File: src/rtl/bias_fetch_ctrl_if.sv
// Bias fetch controller bundle: command/status, ROM read port and the
// outgoing bias stream. clk and reset_n stay plain ports on the controller.
interface bias_fetch_ctrl_if #(
   parameter int WIDTH  = 32,
   parameter int DEPTH  = 240,
   parameter int MAX_CH = 64
);
   // Command and status
   logic                        start;
   logic [$clog2(DEPTH)-1:0]    base_addr;
   logic [$clog2(MAX_CH+1)-1:0] num_ch;
   logic                        busy;
   logic                        done;
   logic                        err;
   // ROM read port (data returns the cycle after the strobe)
   logic                        rom_read_enable;
   logic [$clog2(DEPTH)-1:0]    rom_addr;
   logic [WIDTH-1:0]            rom_bias_out;
   // Bias stream
   logic                        bias_valid;
   logic                        bias_ready;
   logic [WIDTH-1:0]            bias_data;
   logic [$clog2(MAX_CH)-1:0]   bias_idx;
   // Debug view of the controller state
   logic [1:0]                  fsm_state;

   modport master (
      input  start, base_addr, num_ch, rom_bias_out, bias_ready,
      output busy, done, err, rom_read_enable, rom_addr,
             bias_valid, bias_data, bias_idx, fsm_state
   );

   modport slave (
      output start, base_addr, num_ch, rom_bias_out, bias_ready,
      input  busy, done, err, rom_read_enable, rom_addr,
             bias_valid, bias_data, bias_idx, fsm_state
   );
endinterface

File: src/rtl/bias_fetch_ctrl.sv
// Bias fetch controller: reads num_ch consecutive bias words from a
// one-cycle-latency ROM starting at base_addr and streams them out in
// channel order through a 2-entry FIFO.
//
// Stream handshake: bias_valid/bias_data/bias_idx come from the FIFO head.
// A word moves when bias_valid and bias_ready are both high at a rising
// clk edge; while bias_valid is high and bias_ready low the head is held
// unchanged. bias_valid never depends on bias_ready.
module bias_fetch_ctrl #(
   parameter int WIDTH  = 32,
   parameter int DEPTH  = 240,
   parameter int MAX_CH = 64
) (
   input logic               clk,
   input logic               reset_n,
   bias_fetch_ctrl_if.master bus
);
   localparam int AW = $clog2(DEPTH);
   localparam int CW = $clog2(MAX_CH + 1);
   localparam int IW = $clog2(MAX_CH);
   localparam int SW = ((AW > CW) ? AW : CW) + 1;

   typedef enum logic [1:0] {
      S_IDLE  = 2'd0,
      S_FETCH = 2'd1,
      S_DRAIN = 2'd2,
      S_DONE  = 2'd3
   } state_t;

   state_t           state_q;
   logic             busy_q;
   logic             done_q;
   logic             err_q;
   logic [AW-1:0]    base_q;
   logic [CW-1:0]    num_q;
   logic [CW-1:0]    issued_q;
   logic [CW-1:0]    xfer_q;
   logic [AW-1:0]    last_addr_q;
   logic             rd_inflight_q;
   logic [IW-1:0]    rd_tag_q;
   logic [WIDTH-1:0] fifo_data_q [2];
   logic [IW-1:0]    fifo_idx_q  [2];
   logic             wr_ptr_q;
   logic             rd_ptr_q;
   logic [1:0]       count_q;

   logic             push;
   logic             pop;
   logic [2:0]       outstanding;
   logic             rd_en;
   logic [AW-1:0]    rd_addr;
   logic             last_xfer;
   logic [SW-1:0]    req_end;
   logic             range_err;

   // Read credit, read address and range check. The credit counts the word
   // in flight plus FIFO occupancy net of this cycle's pop, so a full-rate
   // stream keeps issuing while a stalled stream can never overflow 2 slots.
   always_comb begin
      push        = rd_inflight_q;
      pop         = (count_q != 2'd0) && bus.bias_ready;
      outstanding = {1'b0, count_q} + {2'b00, rd_inflight_q} - {2'b00, pop};
      rd_en       = (state_q == S_FETCH) && (issued_q < num_q) && (outstanding < 3'd2);
      rd_addr     = base_q + AW'(issued_q);
      last_xfer   = pop && ((xfer_q + CW'(1)) == num_q);
      req_end     = SW'(bus.base_addr) + SW'(bus.num_ch);
      range_err   = req_end > SW'(DEPTH);
   end

   // Control FSM with its counters and registered busy/done/err.
   always_ff @(posedge clk or negedge reset_n) begin
      if (!reset_n) begin
         state_q  <= S_IDLE;
         busy_q   <= 1'b0;
         done_q   <= 1'b0;
         err_q    <= 1'b0;
         base_q   <= '0;
         num_q    <= '0;
         issued_q <= '0;
         xfer_q   <= '0;
      end else begin
         if (pop)   xfer_q   <= xfer_q + CW'(1);
         if (rd_en) issued_q <= issued_q + CW'(1);
         case (state_q)
            S_IDLE: begin
               if (bus.start) begin
                  base_q   <= bus.base_addr;
                  num_q    <= bus.num_ch;
                  err_q    <= 1'b0;
                  issued_q <= '0;
                  xfer_q   <= '0;
                  busy_q   <= 1'b1;
                  if (bus.num_ch == '0) begin
                     state_q <= S_DONE;
                     done_q  <= 1'b1;
                  end else if (range_err) begin
                     err_q   <= 1'b1;
                     state_q <= S_DONE;
                     done_q  <= 1'b1;
                  end else begin
                     state_q <= S_FETCH;
                  end
               end
            end
            S_FETCH: begin
               if (rd_en && ((issued_q + CW'(1)) == num_q)) state_q <= S_DRAIN;
            end
            S_DRAIN: begin
               if (last_xfer) begin
                  state_q <= S_DONE;
                  done_q  <= 1'b1;
               end
            end
            S_DONE: begin
               state_q <= S_IDLE;
               busy_q  <= 1'b0;
               done_q  <= 1'b0;
            end
            default: begin
               state_q <= S_IDLE;
               busy_q  <= 1'b0;
               done_q  <= 1'b0;
            end
         endcase
      end
   end

   // ROM return tracking, held read address and the 2-entry output FIFO.
   always_ff @(posedge clk or negedge reset_n) begin
      if (!reset_n) begin
         rd_inflight_q  <= 1'b0;
         rd_tag_q       <= '0;
         last_addr_q    <= '0;
         fifo_data_q[0] <= '0;
         fifo_data_q[1] <= '0;
         fifo_idx_q[0]  <= '0;
         fifo_idx_q[1]  <= '0;
         wr_ptr_q       <= 1'b0;
         rd_ptr_q       <= 1'b0;
         count_q        <= 2'd0;
      end else begin
         rd_inflight_q <= rd_en;
         rd_tag_q      <= issued_q[IW-1:0];
         if (rd_en) last_addr_q <= rd_addr;
         if (push) begin
            fifo_data_q[wr_ptr_q] <= bus.rom_bias_out;
            fifo_idx_q[wr_ptr_q]  <= rd_tag_q;
            wr_ptr_q              <= ~wr_ptr_q;
         end
         if (pop) rd_ptr_q <= ~rd_ptr_q;
         case ({push, pop})
            2'b10:   count_q <= count_q + 2'd1;
            2'b01:   count_q <= count_q - 2'd1;
            default: count_q <= count_q;
         endcase
      end
   end

   assign bus.busy            = busy_q;
   assign bus.done            = done_q;
   assign bus.err             = err_q;
   assign bus.rom_read_enable = rd_en;
   assign bus.rom_addr        = rd_en ? rd_addr : last_addr_q;
   assign bus.bias_valid      = (count_q != 2'd0);
   assign bus.bias_data       = fifo_data_q[rd_ptr_q];
   assign bus.bias_idx        = fifo_idx_q[rd_ptr_q];
   assign bus.fsm_state       = state_q;
endmodule

File: src/flat_wrapper.sv
// flat-port wrapper written by rule: the top's interface ports become plain ports
module bias_fetch_ctrl_flat 
#(
   parameter int WIDTH  = 32,
   parameter int DEPTH  = 240,
   parameter int MAX_CH = 64
)
  (clk, reset_n, bus_start, bus_base_addr, bus_num_ch, bus_rom_bias_out, bus_bias_ready, bus_busy, bus_done, bus_err, bus_rom_read_enable, bus_rom_addr, bus_bias_valid, bus_bias_data, bus_bias_idx, bus_fsm_state);
  bias_fetch_ctrl_if #(.WIDTH(WIDTH), .DEPTH(DEPTH), .MAX_CH(MAX_CH)) bus_i ();
  input logic clk;
  input logic reset_n;
  input wire logic [$bits(bus_i.start)-1:0] bus_start;
  input wire logic [$bits(bus_i.base_addr)-1:0] bus_base_addr;
  input wire logic [$bits(bus_i.num_ch)-1:0] bus_num_ch;
  input wire logic [$bits(bus_i.rom_bias_out)-1:0] bus_rom_bias_out;
  input wire logic [$bits(bus_i.bias_ready)-1:0] bus_bias_ready;
  output wire logic [$bits(bus_i.busy)-1:0] bus_busy;
  output wire logic [$bits(bus_i.done)-1:0] bus_done;
  output wire logic [$bits(bus_i.err)-1:0] bus_err;
  output wire logic [$bits(bus_i.rom_read_enable)-1:0] bus_rom_read_enable;
  output wire logic [$bits(bus_i.rom_addr)-1:0] bus_rom_addr;
  output wire logic [$bits(bus_i.bias_valid)-1:0] bus_bias_valid;
  output wire logic [$bits(bus_i.bias_data)-1:0] bus_bias_data;
  output wire logic [$bits(bus_i.bias_idx)-1:0] bus_bias_idx;
  output wire logic [$bits(bus_i.fsm_state)-1:0] bus_fsm_state;
  assign bus_i.start = bus_start;
  assign bus_i.base_addr = bus_base_addr;
  assign bus_i.num_ch = bus_num_ch;
  assign bus_i.rom_bias_out = bus_rom_bias_out;
  assign bus_i.bias_ready = bus_bias_ready;
  assign bus_busy = bus_i.busy;
  assign bus_done = bus_i.done;
  assign bus_err = bus_i.err;
  assign bus_rom_read_enable = bus_i.rom_read_enable;
  assign bus_rom_addr = bus_i.rom_addr;
  assign bus_bias_valid = bus_i.bias_valid;
  assign bus_bias_data = bus_i.bias_data;
  assign bus_bias_idx = bus_i.bias_idx;
  assign bus_fsm_state = bus_i.fsm_state;
  bias_fetch_ctrl #(.WIDTH(WIDTH), .DEPTH(DEPTH), .MAX_CH(MAX_CH)) u_core (.clk(clk), .reset_n(reset_n), .bus(bus_i));
endmodule
File: config.mk
export PLATFORM = sky130hd
export DESIGN_NAME = bias_fetch_ctrl_flat
export DESIGN_NICKNAME = d
export VERILOG_FILES = /design/src/rtl/bias_fetch_ctrl_if.sv /design/src/rtl/bias_fetch_ctrl.sv /design/src/flat_wrapper.sv
export SDC_FILE = /design/constraint.sdc
export NUM_CORES = 1
export LEC_CHECK = 0
export ABC_CLOCK_PERIOD_IN_PS = 11200
export BUFFER_PORTS_ARGS = -buffer_cell sky130_fd_sc_hd__buf_2
export CAP_MARGIN = 15
export CORE_UTILIZATION = 40
export CTS_BUF_LIST = sky130_fd_sc_hd__clkbuf_16
export DETAILED_ROUTE_END_ITERATION = 7
export GPL_ROUTABILITY_DRIVEN = 0
export PLACE_DENSITY = 0.67
export RECOVER_POWER = 50
export SKIP_CTS_REPAIR_TIMING = 1
export SLEW_MARGIN = 20
export SYNTH_ARGS = -nofsm -noshare
export SYNTH_HDL_FRONTEND = slang
export SYNTH_SLANG_ARGS = --single-unit
File: constraint.sdc
create_clock -name clk -period 11.2 [get_ports clk]
set_input_delay 2.24 -clock clk [delete_from_list [all_inputs] [get_ports clk]]
set_output_delay 2.24 -clock clk [all_outputs]
set_load 0.01 [all_outputs]
==> results of run 1 <==
## sequential cells by signal, summed over array words and instances (netlist names), 2 cells and up
name and flops:
u_core.fifo_data_q 64, u_core.bus.fsm_state 2, u_core.count_q 2, u_core.rd_tag_q 6, u_core.num_q 7, u_core.last_addr_q 8, u_core.issued_q 7, u_core.base_q 8
u_core.fifo_idx_q 12, u_core.xfer_q 7
## worst register-to-register path, delay by kind of cell, from the launching register on
kind,cells,cell delay (ns)
buffers and inverters,2,0.44
adder cells (fa/ha/maj),2,0.71
AO/OA/AOI/OAI,1,0.84
XOR/XNOR,2,0.31
AND/OR/NAND/NOR,5,1.15
flip-flops,1,0.45
## per-layer routing
metal	GRT usage	vias up	part of all wire
met4	0.07370	0	0.018
met3	0.03705	20	0.046
met2	0.2960	132	0.48
li1	-	2198	-
met5	0	-	0
met1	0.2046	2264	0.46
## kinds of logic after synthesis
kind of cell / Yosys count / synth area share
buffers and inverters: 52 / 0.03318
flip-flops: 129 / 0.4892
adder cells (fa/ha/maj): 33 / 0.06561
multiplexers: 118 / 0.2008
XOR/XNOR: 34 / 0.04513
AO/OA/AOI/OAI: 85 / 0.08476
AND/OR/NAND/NOR: 113 / 0.08134
## per-stage QoR
stage	instances	hold WS [ns]	power (mW)	instance area [sq um]	util
after floorplan	564	0.4044	1.342	6599	-
after global placement	861	0.4570	1.574	7300	0.4562
after detailed placement	862	0.4668	1.607	7320	0.4575
after CTS	893	0.4788	2.154	7895	0.4934
after global routing	893	0.5095	2.281	7855	0.4909
final	893	0.4743	2.120	7855	0.4909
## worst paths after layout
kind,startpoint,end,slack (ns)
worst max-delay path,bus_bias_ready,bus_rom_addr[0],3.53
worst min-delay path,u_core.last_addr_q[6],u_core.last_addr_q[6],0.47
worst max register to register,u_core.count_q[1],u_core.issued_q[0],7.18
worst min register to register,u_core.last_addr_q[6],u_core.last_addr_q[6],0.47
max in group asynchronous,reset_n,u_core.rd_ptr_q,5.76
min in group asynchronous,reset_n,u_core.fifo_data_q[16],3.16
## cells in the mapped netlist, drive strengths merged (2+ instances only)
library cell / n
o21ai: 26
o21ba: 2
inv: 28
a31oi: 3
nand2: 51
o32ai: 2
dfrtp: 129
a2111oi: 3
o31ai: 4
and3: 3
or2: 4
a21boi: 3
and3b: 2
xor2: 18
xnor2: 16
o2111ai: 2
a211oi: 6
ha: 29
o211ai: 2
nand2b: 3
nor2b: 3
nand4: 2
fa: 3
o21a: 2
nor4: 3
buf: 6
or3: 3
nor3: 3
a21oi: 17
nand3: 8
a21o: 5
nor2: 21
mux2i: 3
mux2: 115
o2bb2ai: 2
clkbuf: 18
## power breakdown
group | internal [mW] | switching, mW
registers | 0.655 | 0.147
logic | 0.417 | 0.368
clock network | 0.343 | 0.190
## layout make-up
class	instances	area, sq um
clock buffers	17	425.4
clock inverters	14	150.1
fillers	1501	8145
inverters	28	105.1
multi-input cells	383	3148
flip-flops and latches	129	3229
well taps	216	270.3
repair buffers	106	526.8
## cells in the final DEF (no fill, tap or decap), types with 16 or more instances in the layout
master and instances:
clkbuf_16 17, xor2_1 18, xnor2_1 16, inv_1 30, dfrtp_1 128, mux2_2 115
ha_1 29, nor2_1 20, a21oi_1 17, buf_2 97, nand2_1 51, o21ai_0 26
==> flow_summary.toml, run 1 <==
[outcome]
status = "complete, but fails checks"
violations = "max-capacitance violations, max-slew violations"

[yosys]
ys_warn_count = 0
yosys.area.top_type = "dfrtp_1"
synth_edf_count = 0
synth_flop_cell = "dfrtp_1"
async_flop_share = 1.000
synth_seq_cells = 129
syn_avg_cell_area_sq_um = 11.70
synthCells = 564
synthTopCellsByArea = "dfrtp_1 49%, mux2_2 20%, ha_1 5.5%"
yosysSeqAreaShare = 0.4892
synth.top_cell.area_share = 0.4892
syn-num-nets = 647
netlist_area_sq_um = 6599
yosys.cell_types.count = 57

[min_path]
hold_path_class = "reg2reg"
hold_depth = 2

[placed_design]
preCtsSetupSlack_ns = 3.819
dp_hpwl_um = 9539
port_buffers = 103

[cells_and_area]
synthToLayoutAreaGrowth_pct = 19.04
diodes = 0
drive_gt1_frac = 0.3737
nets = 748

[worst_setup_path]
path_max_fanout = 19
crit_top_cell = "buf_2"
cp.required_ns = 8.96
path_depth = 12
endpoint_kind = "output port"
critPathKind = "in2out"
cp_data_arrival_time_ns = 5.43
critPathMaxStageDelay_ns = 0.54
r2r.worst_path.cells = 12
cpLargestDelayFamily = "simple AND/OR/NAND/NOR gates"
path_buf_inv = 3
critPathSlowestCell = "nor2_2"
start_kind = "input pin"
cp_cell_sequence = "buf_2 > o21ai_0 > inv_1 > ha_1 > nand2b_1 > fa_1 > xnor2_1 > nand4b_1 > and4b_1 > nor2_2 > mux2_2 > buf_2"

[floorplanning]
core_sq_um = 16000
dieArea_sq_um = 17010
dieWidth_um = 130.4
die_y_um = 130.4
ios = 104
start_util = 0.4124
rows = 46

[grt]
track_usage = 0.1707
grt_pass1_vias = 4672
antenna_found_initial = 0
overflow = 0
grt_pass1_wl_um = 22490
grt_max_degree = 74

[timing]
worstMarginPinSlew_ns = 3.800
finalHoldViolCount = 0
fmax_mhz = 130.3
fin_tns_setup_ns = 0
slew_headroom = -1.533
slew_violations = 113
rsz0062_at_grt = "false"
setup_viol = 0
fin_crit_sh = 0.6853
fin_ws_ns = 3.525
clock_skew_ns = 0.008446
finalCriticalPeriod_ns = 7.675

[power_and_ir_drop]
ir_worst_vdd_mv = 0.1348
power.leakage_nw = 3.721
power_density_nw_per_um2 = 269.8

[clock_tree]
insertion_delay_ns = 0.41
clkSlewWorstSetupHoldPaths_ns = 0.05
clock-sinks = 129
root_buffer = "clkbuf_16"
cts_htree_levels = 4
cts_tree = "done"
cts_buffers = 17
clock_path_buffers = 2

[detailed_routing]
drc = 0
drtPass1Iterations = 4
drt-total-wl_um = 13450
wire_per_inst_um = 15.06
vias_per_cell = 5.167
dr_total_vias = 4614
drt_iter0_markers = 249
antenna_left = 0

[run]
cap_viol_max_count = 2
Power figures use the tool's default switching activity.
==> inputs of run 2 (changes only) <==
Settings changed: ABC_CLOCK_PERIOD_IN_PS 11200 to 7900.
Clock period 11.2 ns to 7.9 ns, I/O delays scaled along.
==> run 2 against run 1 <==
  * The run still ends with max-capacitance violations, max-slew violations left
  * Highest routed layer unchanged
  * First-iteration DRC count shrank 6.0%
  * Worst hold slack is essentially flat
  * Clock power rose by 27%
  * Critical path type unchanged
==> flow_summary.toml, run 2 (synthesized netlist as in run 1, its figures left out) <==
[outcome]
status = "complete, but fails checks"
violations = "max-capacitance violations, max-slew violations"

[worst_setup_path]
endpoint_kind = "output port"
cp_data_arrival_time_ns = 4.79
critPathKind = "in2out"
cp.required_ns = 6.32
start_kind = "input pin"
reg2reg_slack_ns = 3.87
path_max_fanout = 19

[grt]
overflow = 0
antenna_found_initial = 0
grt_pass1_wl_um = 22800
track_usage = 0.1733
grt_pass1_vias = 4816
grt_max_degree = 75

[power_and_ir_drop]
p_seq_frac = 0.387
p_switching_mw = 0.9995
finalPower_mw = 2.938
power.leakage_nw = 3.710
ir_worst_vdd_mv = 0.1585
switching_share = 0.3402
power_density_nw_per_um2 = 376.9
power.internal_mw = 1.938
clkPwrFrac = 0.231
pwr-share-comb = 0.382

[floorplanning]
start_util = 0.4124
core_sq_um = 16000
dieArea_sq_um = 17010
die_y_um = 130.4
ios = 104
dieWidth_um = 130.4
rows = 46

[cells_and_area]
final_cells = 892
drive_gt1_frac = 0.3728
nets = 748
layout_common_cells = "128 x dfrtp_1, 115 x mux2_2, 101 x buf_2"
top_regs = "u_core.fifo_data_q: 64 flops, u_core.fifo_idx_q: 12 flops"
top_register = "u_core.fifo_data_q"
largest_reg_flops = 64
synthToLayoutAreaGrowth_pct = 18.11
layout_commonest_cell = "dfrtp_1"
diodes = 0

[timing]
finalHoldViolCount = 0
fin_ws_ns = 1.525
fin_hold_ws_ns = 0.4741
clock_skew_ns = 0.009611
finalCriticalPeriod_ns = 6.375
setup_viol = 0
fmax_mhz = 156.9
fin_crit_sh = 0.8069
slew_violations = 114
rsz0062_at_grt = "false"
slew_headroom = -1.571
worstMarginPinSlew_ns = 3.857
fin_tns_setup_ns = 0

[clock_tree]
clock_path_buffers = 2
clkSlewWorstSetupHoldPaths_ns = 0.05
cts_buffers = 17
root_buffer = "clkbuf_16"
cts_htree_levels = 4
insertion_delay_ns = 0.42
cts_tree = "done"
clock-sinks = 129

[detailed_routing]
drt_iter0_markers = 234
vias_per_cell = 5.149
dr_total_vias = 4593
drt-total-wl_um = 13880
drtPass1Iterations = 4
antenna_left = 0
wire_per_inst_um = 15.56
drc = 0

[placed_design]
preCtsSetupSlack_ns = 1.823
dp_hpwl_um = 9779
port_buffers = 103
dp_cells = 862

[min_path]
hold_path_class = "reg2reg"

[run]
cap_viol_max_count = 2
[run 2: power by group through the flow]
stage	combinational, mW	clock (mW)	sequential (mW)
3_5_place_dp	1.13	0	1.15
6_report	1.12	0.679	1.14
3_3_place_gp	1.10	0	1.13
2_1_floorplan	0.849	0	1.05
4_1_cts	1.14	0.703	1.14
5_1_grt	1.26	0.723	1.18
[run 2: metal layers]
metal | wire [um] | track usage
met4 | 236 | 0.07437
met1 | 6033 | 0.2008
met2 | 6857 | 0.3023
met5 | 0 | 0
met3 | 751 | 0.04642
[run 2: metrics by stage]
step	instance area, sq um	util
floorplan	6599	-
global placement	7300	0.4562
detailed placement	7320	0.4575
CTS	7829	0.4893
global route	7794	0.4871
finish	7794	0.4871
[run 2: path summary, 6_finish.rpt]
| kind | start | to | cells past startpoint |
|---|---|---|---|
| worst max-delay path | bus_bias_ready | bus_rom_addr[0] | 12 |
| worst min-delay path | u_core.last_addr_q[4] | u_core.last_addr_q[4] | 2 |
| worst max register to register | u_core.count_q[1] | u_core.issued_q[0] | 12 |
| worst min register to register | u_core.last_addr_q[4] | u_core.last_addr_q[4] | 2 |
| max in group asynchronous | reset_n | u_core.rd_ptr_q | 2 |
| min in group asynchronous | reset_n | u_core.fifo_data_q[4] | 1 |
[run 2: cell type report]
cell class / count / area (sq um)
Inverter: 28 / 105.1
Clock buffer: 17 / 425.4
Sequential cell: 129 / 3229
Clock inverter: 13 / 83.83
Multi-Input combinational cell: 383 / 3148
Fill cell: 1451 / 8207
Tap cell: 216 / 270.3
Timing Repair Buffer: 106 / 531.8
[run 2: critical path: stages]
cell and delay (ns):
buf_2 0.10, o21ai_0 0.39, inv_1 0.23, ha_1 0.33, nand2b_1 0.15, fa_1 0.38, xnor2_1 0.14, nand4b_1 0.14
and4b_1 0.27, nor2_2 0.53, mux2_2 0.42, buf_2 0.14
